==> src/rtl/maindec_pipe_pkg.sv <==
// maindec_pipe_pkg: MIPS op/funct/rt codes, control-word bit indices and decode classes.
package maindec_pipe_pkg;

    localparam int CW_W        = 15;
    localparam int CW_MEMTOREG = 14;
    localparam int CW_MEMEN    = 13;
    localparam int CW_MEMWRITE = 12;
    localparam int CW_BRANCH   = 11;
    localparam int CW_ALUSRC   = 10;
    localparam int CW_REGDST   = 9;
    localparam int CW_REGWRITE = 8;
    localparam int CW_HILOWR   = 7;
    localparam int CW_JUMP     = 6;
    localparam int CW_JAL      = 5;
    localparam int CW_JR       = 4;
    localparam int CW_BAL      = 3;
    localparam int CW_MULDIV   = 2;
    localparam int CW_MDSIGN   = 1;
    localparam int CW_RI       = 0;

    localparam logic [5:0] OP_SPECIAL = 6'h00, OP_REGIMM = 6'h01, OP_J    = 6'h02, OP_JAL   = 6'h03;
    localparam logic [5:0] OP_BEQ     = 6'h04, OP_BNE    = 6'h05, OP_BLEZ = 6'h06, OP_BGTZ  = 6'h07;
    localparam logic [5:0] OP_ADDI    = 6'h08, OP_ADDIU  = 6'h09, OP_SLTI = 6'h0A, OP_SLTIU = 6'h0B;
    localparam logic [5:0] OP_ANDI    = 6'h0C, OP_ORI    = 6'h0D, OP_XORI = 6'h0E, OP_LUI   = 6'h0F;
    localparam logic [5:0] OP_LB      = 6'h20, OP_LH     = 6'h21, OP_LW   = 6'h23, OP_LBU   = 6'h24;
    localparam logic [5:0] OP_LHU     = 6'h25, OP_SB     = 6'h28, OP_SH   = 6'h29, OP_SW    = 6'h2B;

    localparam logic [4:0] RT_BLTZ = 5'h00, RT_BGEZ = 5'h01, RT_BLTZAL = 5'h10, RT_BGEZAL = 5'h11;

    localparam logic [5:0] FN_SLL  = 6'h00, FN_SRL   = 6'h02, FN_SRA  = 6'h03, FN_SLLV  = 6'h04;
    localparam logic [5:0] FN_SRLV = 6'h06, FN_SRAV  = 6'h07, FN_JR   = 6'h08, FN_JALR  = 6'h09;
    localparam logic [5:0] FN_MFHI = 6'h10, FN_MTHI  = 6'h11, FN_MFLO = 6'h12, FN_MTLO  = 6'h13;
    localparam logic [5:0] FN_MULT = 6'h18, FN_MULTU = 6'h19, FN_DIV  = 6'h1A, FN_DIVU  = 6'h1B;
    localparam logic [5:0] FN_ADD  = 6'h20, FN_ADDU  = 6'h21, FN_SUB  = 6'h22, FN_SUBU  = 6'h23;
    localparam logic [5:0] FN_AND  = 6'h24, FN_OR    = 6'h25, FN_XOR  = 6'h26, FN_NOR   = 6'h27;
    localparam logic [5:0] FN_SLT  = 6'h2A, FN_SLTU  = 6'h2B;

    typedef enum logic [3:0] {
        CLS_RI, CLS_ALUI, CLS_LOAD, CLS_STORE, CLS_BR, CLS_BAL, CLS_J,
        CLS_JAL, CLS_JR, CLS_JALR, CLS_ALUR, CLS_MFHL, CLS_MTHL, CLS_MULDIV
    } dec_cls_e;

    function automatic logic [CW_W-1:0] cls_cw(input dec_cls_e c);
        logic [CW_W-1:0] w;
        w = '0;
        case (c)
            CLS_ALUI:   begin w[CW_ALUSRC] = 1'b1; w[CW_REGWRITE] = 1'b1; end
            CLS_LOAD:   begin w[CW_MEMTOREG] = 1'b1; w[CW_MEMEN] = 1'b1; w[CW_ALUSRC] = 1'b1; w[CW_REGWRITE] = 1'b1; end
            CLS_STORE:  begin w[CW_MEMEN] = 1'b1; w[CW_MEMWRITE] = 1'b1; w[CW_ALUSRC] = 1'b1; end
            CLS_BR:     w[CW_BRANCH] = 1'b1;
            CLS_BAL:    begin w[CW_BRANCH] = 1'b1; w[CW_REGWRITE] = 1'b1; w[CW_BAL] = 1'b1; end
            CLS_J:      w[CW_JUMP] = 1'b1;
            CLS_JAL:    begin w[CW_REGWRITE] = 1'b1; w[CW_JUMP] = 1'b1; w[CW_JAL] = 1'b1; end
            CLS_JR:     w[CW_JR] = 1'b1;
            CLS_JALR:   begin w[CW_REGDST] = 1'b1; w[CW_REGWRITE] = 1'b1; w[CW_JR] = 1'b1; end
            CLS_ALUR,
            CLS_MFHL:   begin w[CW_REGDST] = 1'b1; w[CW_REGWRITE] = 1'b1; end
            CLS_MTHL:   begin w[CW_REGDST] = 1'b1; w[CW_HILOWR] = 1'b1; end
            CLS_MULDIV: begin w[CW_HILOWR] = 1'b1; w[CW_MULDIV] = 1'b1; end
            default:    w[CW_RI] = 1'b1;
        endcase
        return w;
    endfunction

endpackage

==> src/rtl/maindec_cw.sv <==
// maindec_cw: combinational instruction-field decode to control word and hilo-class flag.
module maindec_cw
    import maindec_pipe_pkg::*;
(
    input  logic [5:0]      op_i,
    input  logic [4:0]      rt_i,
    input  logic [5:0]      fn_i,
    output logic [CW_W-1:0] cw_o,
    output logic            is_hilo_o
);

    dec_cls_e cls;

    always_comb begin
        cls = CLS_RI;
        case (op_i)
            OP_SPECIAL: case (fn_i)
                FN_SLL, FN_SRL, FN_SRA, FN_SLLV, FN_SRLV, FN_SRAV,
                FN_ADD, FN_ADDU, FN_SUB, FN_SUBU, FN_AND, FN_OR,
                FN_XOR, FN_NOR, FN_SLT, FN_SLTU:         cls = CLS_ALUR;
                FN_MFHI, FN_MFLO:                        cls = CLS_MFHL;
                FN_MTHI, FN_MTLO:                        cls = CLS_MTHL;
                FN_MULT, FN_MULTU, FN_DIV, FN_DIVU:      cls = CLS_MULDIV;
                FN_JR:                                   cls = CLS_JR;
                FN_JALR:                                 cls = CLS_JALR;
                default:                                 cls = CLS_RI;
            endcase
            OP_REGIMM: cls = (rt_i == RT_BLTZ || rt_i == RT_BGEZ) ? CLS_BR :
                             (rt_i == RT_BLTZAL || rt_i == RT_BGEZAL) ? CLS_BAL : CLS_RI;
            OP_J:                                        cls = CLS_J;
            OP_JAL:                                      cls = CLS_JAL;
            OP_BEQ, OP_BNE, OP_BLEZ, OP_BGTZ:            cls = CLS_BR;
            OP_ADDI, OP_ADDIU, OP_SLTI, OP_SLTIU,
            OP_ANDI, OP_ORI, OP_XORI, OP_LUI:            cls = CLS_ALUI;
            OP_LB, OP_LH, OP_LW, OP_LBU, OP_LHU:         cls = CLS_LOAD;
            OP_SB, OP_SH, OP_SW:                         cls = CLS_STORE;
            default:                                     cls = CLS_RI;
        endcase
    end

    // The signed forms (MULT, DIV) are the even functs of the mul/div group.
    assign cw_o      = cls_cw(cls) | (CW_W'(cls == CLS_MULDIV && !fn_i[0]) << CW_MDSIGN);
    assign is_hilo_o = cls inside {CLS_MFHL, CLS_MTHL, CLS_MULDIV};

endmodule

==> src/rtl/maindec_pipe.sv <==
// maindec_pipe: registered main-decode stage with valid/ready handshake and HI/LO busy interlock.
module maindec_pipe
    import maindec_pipe_pkg::*;
#(
    parameter  int MUL_CYCLES = 1,
    parameter  int DIV_CYCLES = 32,
    localparam int CNT_W      = $clog2(DIV_CYCLES + 1)
) (
    input  logic            clk,
    input  logic            resetn,
    input  logic            instr_valid_i,
    input  logic [31:0]     instr_i,
    output logic            instr_ready_o,
    input  logic            flush_i,
    output logic            cw_valid_o,
    input  logic            out_ready_i,
    output logic [CW_W-1:0] cw_o,
    output logic [31:0]     instr_q_o,
    output logic            hilo_busy_o
);

    logic [CW_W-1:0]  dec_cw, cw_q, cw_d;
    logic             dec_is_hilo;
    logic [31:0]      instr_q, instr_d;
    logic             cw_valid_q, cw_valid_d;
    logic [CNT_W-1:0] cnt_q, cnt_d;
    logic             xfer, hazard, accept, load;

    maindec_cw u_dec (
        .op_i      (instr_i[31:26]),
        .rt_i      (instr_i[20:16]),
        .fn_i      (instr_i[5:0]),
        .cw_o      (dec_cw),
        .is_hilo_o (dec_is_hilo)
    );

    assign xfer          = cw_valid_q & out_ready_i;
    assign hazard        = (cnt_q != '0) | (xfer & cw_q[CW_MULDIV]);
    assign instr_ready_o = (~cw_valid_q | out_ready_i) & ~(hazard & dec_is_hilo);
    assign accept        = instr_valid_i & instr_ready_o;
    assign load          = accept & ~flush_i;

    // instr_q[1] separates DIV/DIVU (0x1A/0x1B) from MULT/MULTU (0x18/0x19).
    always_comb begin
        cw_valid_d = flush_i ? 1'b0 : accept ? 1'b1 : xfer ? 1'b0 : cw_valid_q;
        cw_d       = load ? dec_cw : cw_q;
        instr_d    = load ? instr_i : instr_q;
        cnt_d      = (xfer && cw_q[CW_MULDIV]) ? (instr_q[1] ? CNT_W'(DIV_CYCLES) : CNT_W'(MUL_CYCLES)) :
                     (cnt_q != '0) ? cnt_q - CNT_W'(1) : cnt_q;
    end

    always_ff @(posedge clk) begin
        if (!resetn) begin
            cw_valid_q <= 1'b0;
            cw_q       <= '0;
            instr_q    <= '0;
            cnt_q      <= '0;
        end else begin
            cw_valid_q <= cw_valid_d;
            cw_q       <= cw_d;
            instr_q    <= instr_d;
            cnt_q      <= cnt_d;
        end
    end

    assign cw_valid_o  = cw_valid_q;
    assign cw_o        = cw_q;
    assign instr_q_o   = instr_q;
    assign hilo_busy_o = cnt_q != '0;

endmodule

==> config.mk <==
export PLATFORM = sky130hd
export DESIGN_NAME = maindec_pipe
export DESIGN_NICKNAME = d
export VERILOG_FILES = /design/src/rtl/maindec_pipe_pkg.sv /design/src/rtl/maindec_cw.sv /design/src/rtl/maindec_pipe.sv
export SDC_FILE = /design/constraint.sdc
export NUM_CORES = 1
export LEC_CHECK = 0
export BUFFER_PORTS_ARGS = -buffer_cell sky130_fd_sc_hd__buf_2
export CAP_MARGIN = 20
export CORE_UTILIZATION = 50
export CTS_CLUSTER_DIAMETER = 100
export CTS_CLUSTER_SIZE = 12
export DETAILED_ROUTE_END_ITERATION = 8
export PLACE_DENSITY = 0.88
export SYNTH_ARGS = -nofsm -noshare
export SYNTH_HDL_FRONTEND = slang
export SYNTH_HIERARCHICAL = 1
export SYNTH_SLANG_ARGS = --single-unit
==> constraint.sdc <==
create_clock -name clk -period 2.9 [get_ports clk]
set_input_delay 0.435 -clock clk [delete_from_list [all_inputs] [get_ports clk]]
set_output_delay 0.435 -clock clk [all_outputs]
set_load 0.005 [all_outputs]
==> results.md <==
- The run finished with clean final reports.
- From synthesis to final layout, the design area changed by 21.1%.
- After detailed routing, the number of remaining DRC violations is 0.
- For this run, the top clock speed supported by timing is 0.366 GHz.
- The worst-case IR drop observed on VDD is 0.314 mV.
- The final critical delay including setup and external delays is 2.73 ns.
- The iteration count of the initial detailed-routing pass is 4.
- Per report_power, the sequential group accounts for 49.4% of the total.
- After clock tree synthesis, the clock-pin slew on the worst setup and hold paths is 0.09 ns.
- The first global-routing pass estimated 9700 um of wire.
- The data required time of the critical path is 2.47 ns.
- The buffer depth of the longest clock path is 2.
- 87 I/O pins were placed.
- In the routed layout, each cell is associated on average with a via count of 5.18.
- Dividing the detail-routed wire length by the instance count gives 12.7 um.
- In this run, placement finished with an instance count of 467.
- The DRC violation total after the first TritonRoute iteration is 89.
- The startpoint kind of the worst setup timing path is an input pin.
- The clock share of power is 24.0%.
- The power density of the placed cells is 518 nW/um2.
- The final setup violation count is 0.
- Clock tree synthesis selected as its root buffer the cell sky130_fd_sc_hd__clkbuf_8.
- The class of the most critical hold timing path is in2reg.
- The average size of a mapped cell is 8.52 um2.
- Leaving out fill and tap cells, the most frequent cell in the layout is sky130_fd_sc_hd__nand2_1.
- Net switching is 31.3% of the power.
- The number of antenna violations at the first check in global routing was 0.
- The weighted congestion reported at the end of routability-driven placement is 0.880.
- The total congestion overflow after global routing is 0.
- The switching power is 0.000534 W.
- The die span in y is 75.7 um.
- The core region is 5170 um2.
- The tool flagged a number of max-cap violations equal to 0.
- Per report_power, the combinational group accounts for 26.5% of the total.
- The net count reported at finish is 443.
- The via count of the first global-routing pass is 2287.
- Ranked by total cell area, the synthesized netlist is headed by sky130_fd_sc_hd__dfxtp_1 40%, sky130_fd_sc_hd__mux2i_1 18%, sky130_fd_sc_hd__nand2_1 14%, sky130_fd_sc_hd__buf_12 2.2%, sky130_fd_sc_hd__nor3_1 2.0%.
- Clock skew on the completed layout was measured at 0.00831 ns.
- The instance count of the mapped netlist is 319.
- In the layout the commonest cells are 101 x sky130_fd_sc_hd__nand2_1, 86 x sky130_fd_sc_hd__buf_2, 54 x sky130_fd_sc_hd__dfxtp_1.
- Counting flops with an async set or reset pin after synthesis yields a share of 0%.
- Clock tree synthesis inserted a total of 5 buffers.
- The number of input and output port buffers inserted is 86.
- After detailed placement, the total cell area comes to 3200 um2.
- The data arrival time of the critical path is 2.30 ns.
- The total negative slack for setup checks is 0 ns.
- The HPWL after detailed placement is 4490 um.
- The total of flip-flops plus latches after synthesis is 54.
- Sequential cells were found to cover 39.8% of the synthesized design area.
- The count of yosys warnings during synthesis is 6.
- The overall die area is 5740 um2.
- The total count of hold-check failures in the final report is 0.
- The finished layout holds 475 standard cells, fillers aside.
- The overall die width is 75.7 um.
- The internal power is 0.00117 W.
- The number of antenna diodes in the final layout is 0.
- The worst-margin pin slew is 0.496 ns.
- Global routing used 21.9% of the available tracks across all layers.
- The worst setup path is of the in2out kind.
- The final standard cell area without fillers is 3290 um2.
- The post-route core utilization is 63.7%.
- The initial core utilization is 52.6%.
- The relative max-transition margin is 67.0%.
- For this design, the CTS-stage hold fixing added 0 buffers.
- The count of instances resized after the clock tree is built is 0.
- TritonCTS built the clock tree.
- Summed over its instances, the top area cell type makes up 39.8% of the synthesized netlist area.
- Setup repair after global routing left no endpoint under its margin.
- CTS built an H-tree with a depth of 2.
- For the worst-skew pair, the clock arrives at the later sink with an insertion delay of 0.30 ns.
- STA classifies the critical path endpoint as an output pin.
- The total via count after detailed routing is 2459.
- The final number of max-transition violations was 0.
- The number of standard-cell rows in the floorplan is 26.
- Once the clock tree was built, the setup fixing pass inserted 0 buffers.
- The synthesized design contains 0 enable-type register cells.
- The maximum fanout encountered on the critical timing path is 9.
- The total length of routed wires is 6020 um.
- The leakage power summed over all cells is 1.50 nW.
- The period utilization is 94.2%.
- Entering global routing, the biggest net connects 33 pins.
- The fraction of layout cells with a size suffix above 1 is 29.4%.
- The synthesized netlist net count is 358.
- The number of library cell types mapped by synthesis is 44.
- Summed over all instances, the cell type with the most area after synthesis is sky130_fd_sc_hd__dfxtp_1.
- The clock net in this run drives a total of 54 sinks.
- The top flip-flop cell by instance count after synthesis is sky130_fd_sc_hd__dfxtp_1.
- Fill cells in the final layout number 446.
- The final antenna-violating net count is 0.
- The total standard cell area after synthesis is 2720 um2.
metal layers:
metal	GRT usage, %	routed length, um
met1	25.8	2640
met2	37.6	2950
met3	5.69	319
met4	9.05	100
met5	0	0
synthesized netlist by cell type, types with 2 or more instances:
| library cell | instances |
|---|---|
| sky130_fd_sc_hd__nor2_1 | 12 |
| sky130_fd_sc_hd__nor3b_1 | 3 |
| sky130_fd_sc_hd__xor2_1 | 2 |
| sky130_fd_sc_hd__and3_1 | 2 |
| sky130_fd_sc_hd__nand2_1 | 101 |
| sky130_fd_sc_hd__dfxtp_1 | 54 |
| sky130_fd_sc_hd__buf_4 | 2 |
| sky130_fd_sc_hd__nand2b_1 | 6 |
| sky130_fd_sc_hd__a21oi_2 | 2 |
| sky130_fd_sc_hd__o211ai_1 | 2 |
| sky130_fd_sc_hd__nor3_1 | 11 |
| sky130_fd_sc_hd__ha_1 | 2 |
| sky130_fd_sc_hd__nor2b_1 | 4 |
| sky130_fd_sc_hd__clkbuf_1 | 11 |
| sky130_fd_sc_hd__buf_12 | 3 |
| sky130_fd_sc_hd__mux2i_1 | 49 |
| sky130_fd_sc_hd__o21ai_0 | 5 |
| sky130_fd_sc_hd__nor4b_1 | 3 |
| sky130_fd_sc_hd__inv_1 | 6 |
| sky130_fd_sc_hd__a211oi_1 | 4 |
| sky130_fd_sc_hd__nor3_2 | 2 |
| sky130_fd_sc_hd__a21oi_1 | 9 |
| sky130_fd_sc_hd__or3_4 | 3 |
per-stage QoR:
| step | total power (W) | hold slack, ns | setup slack (ns) |
|---|---|---|---|
| floorplan | 0.00117 | 0.451 | 0.446 |
| global placement | 0.00129 | 0.440 | 0.153 |
| detailed placement | 0.00131 | 0.443 | 0.106 |
| CTS | 0.00172 | 0.299 | 0.101 |
| global route | 0.00181 | 0.308 | 0.0840 |
| finish | 0.00171 | 0.308 | 0.169 |
state kept, by name, summed over array words and instances (netlist names):
| signal | count |
|---|---|
| cw_valid_o | 1 |
| instr_q_o | 32 |
| cnt_q | 6 |
| cw_o | 15 |
logic make-up after synthesis:
| kind of cell | count (synthesis) | share of synthesized area, % |
|---|---|---|
| AO/OA/AOI/OAI | 28 | 6.67 |
| XOR/XNOR | 3 | 0.967 |
| adder cells (fa/ha/maj) | 2 | 0.920 |
| buffers and inverters | 25 | 5.84 |
| flip-flops | 54 | 39.8 |
| multiplexers | 49 | 18.0 |
| AND/OR/NAND/NOR | 158 | 27.8 |
path summary, 6_finish.rpt:
| path | from | to | slack [ns] | depth (start not counted) |
|---|---|---|---|---|
| worst max-delay path | instr_i[31] | instr_ready_o | 0.17 | 9 |
| worst min register to register | instr_q_o[4] | instr_q_o[4] | 0.46 | 2 |
| worst max register to register | cnt_q[0] | cw_o[5] | 0.89 | 8 |
| worst min-delay path | flush_i | cw_valid_o | 0.31 | 2 |
power by group through the flow:
stage	Clock [W]	Sequential, W	Combinational [W]
after floorplan	0	0.000855	0.000319
after global placement	0	0.000855	0.000431
after detailed placement	0	0.000860	0.000448
after CTS	0.000420	0.000843	0.000452
after global routing	0.000447	0.000851	0.000507
final	0.000411	0.000844	0.000453
area by class of cell:
type                            instances  area, um2  area share (%)
Clock buffer                            6       72.6            2.20
Timing Repair Buffer                   96        518            15.7
Sequential cell                        54       1080            32.8
Clock inverter                          2       13.8           0.418
Tap cell                               70       87.6            2.66
Multi-Input combinational cell        240       1490            45.4
Inverter                                7       26.3           0.798
critical path, stage by stage:
cell and delay [ns]:
sky130_fd_sc_hd__buf_2 0.15, sky130_fd_sc_hd__or3_4 0.40, sky130_fd_sc_hd__or3_4 0.35, sky130_fd_sc_hd__a21oi_2 0.18, sky130_fd_sc_hd__o21ai_0 0.13, sky130_fd_sc_hd__o21ai_2 0.26
sky130_fd_sc_hd__o31ai_1 0.13, sky130_fd_sc_hd__nor2b_1 0.14, sky130_fd_sc_hd__buf_2 0.12
(Power assumes the default switching activity.)
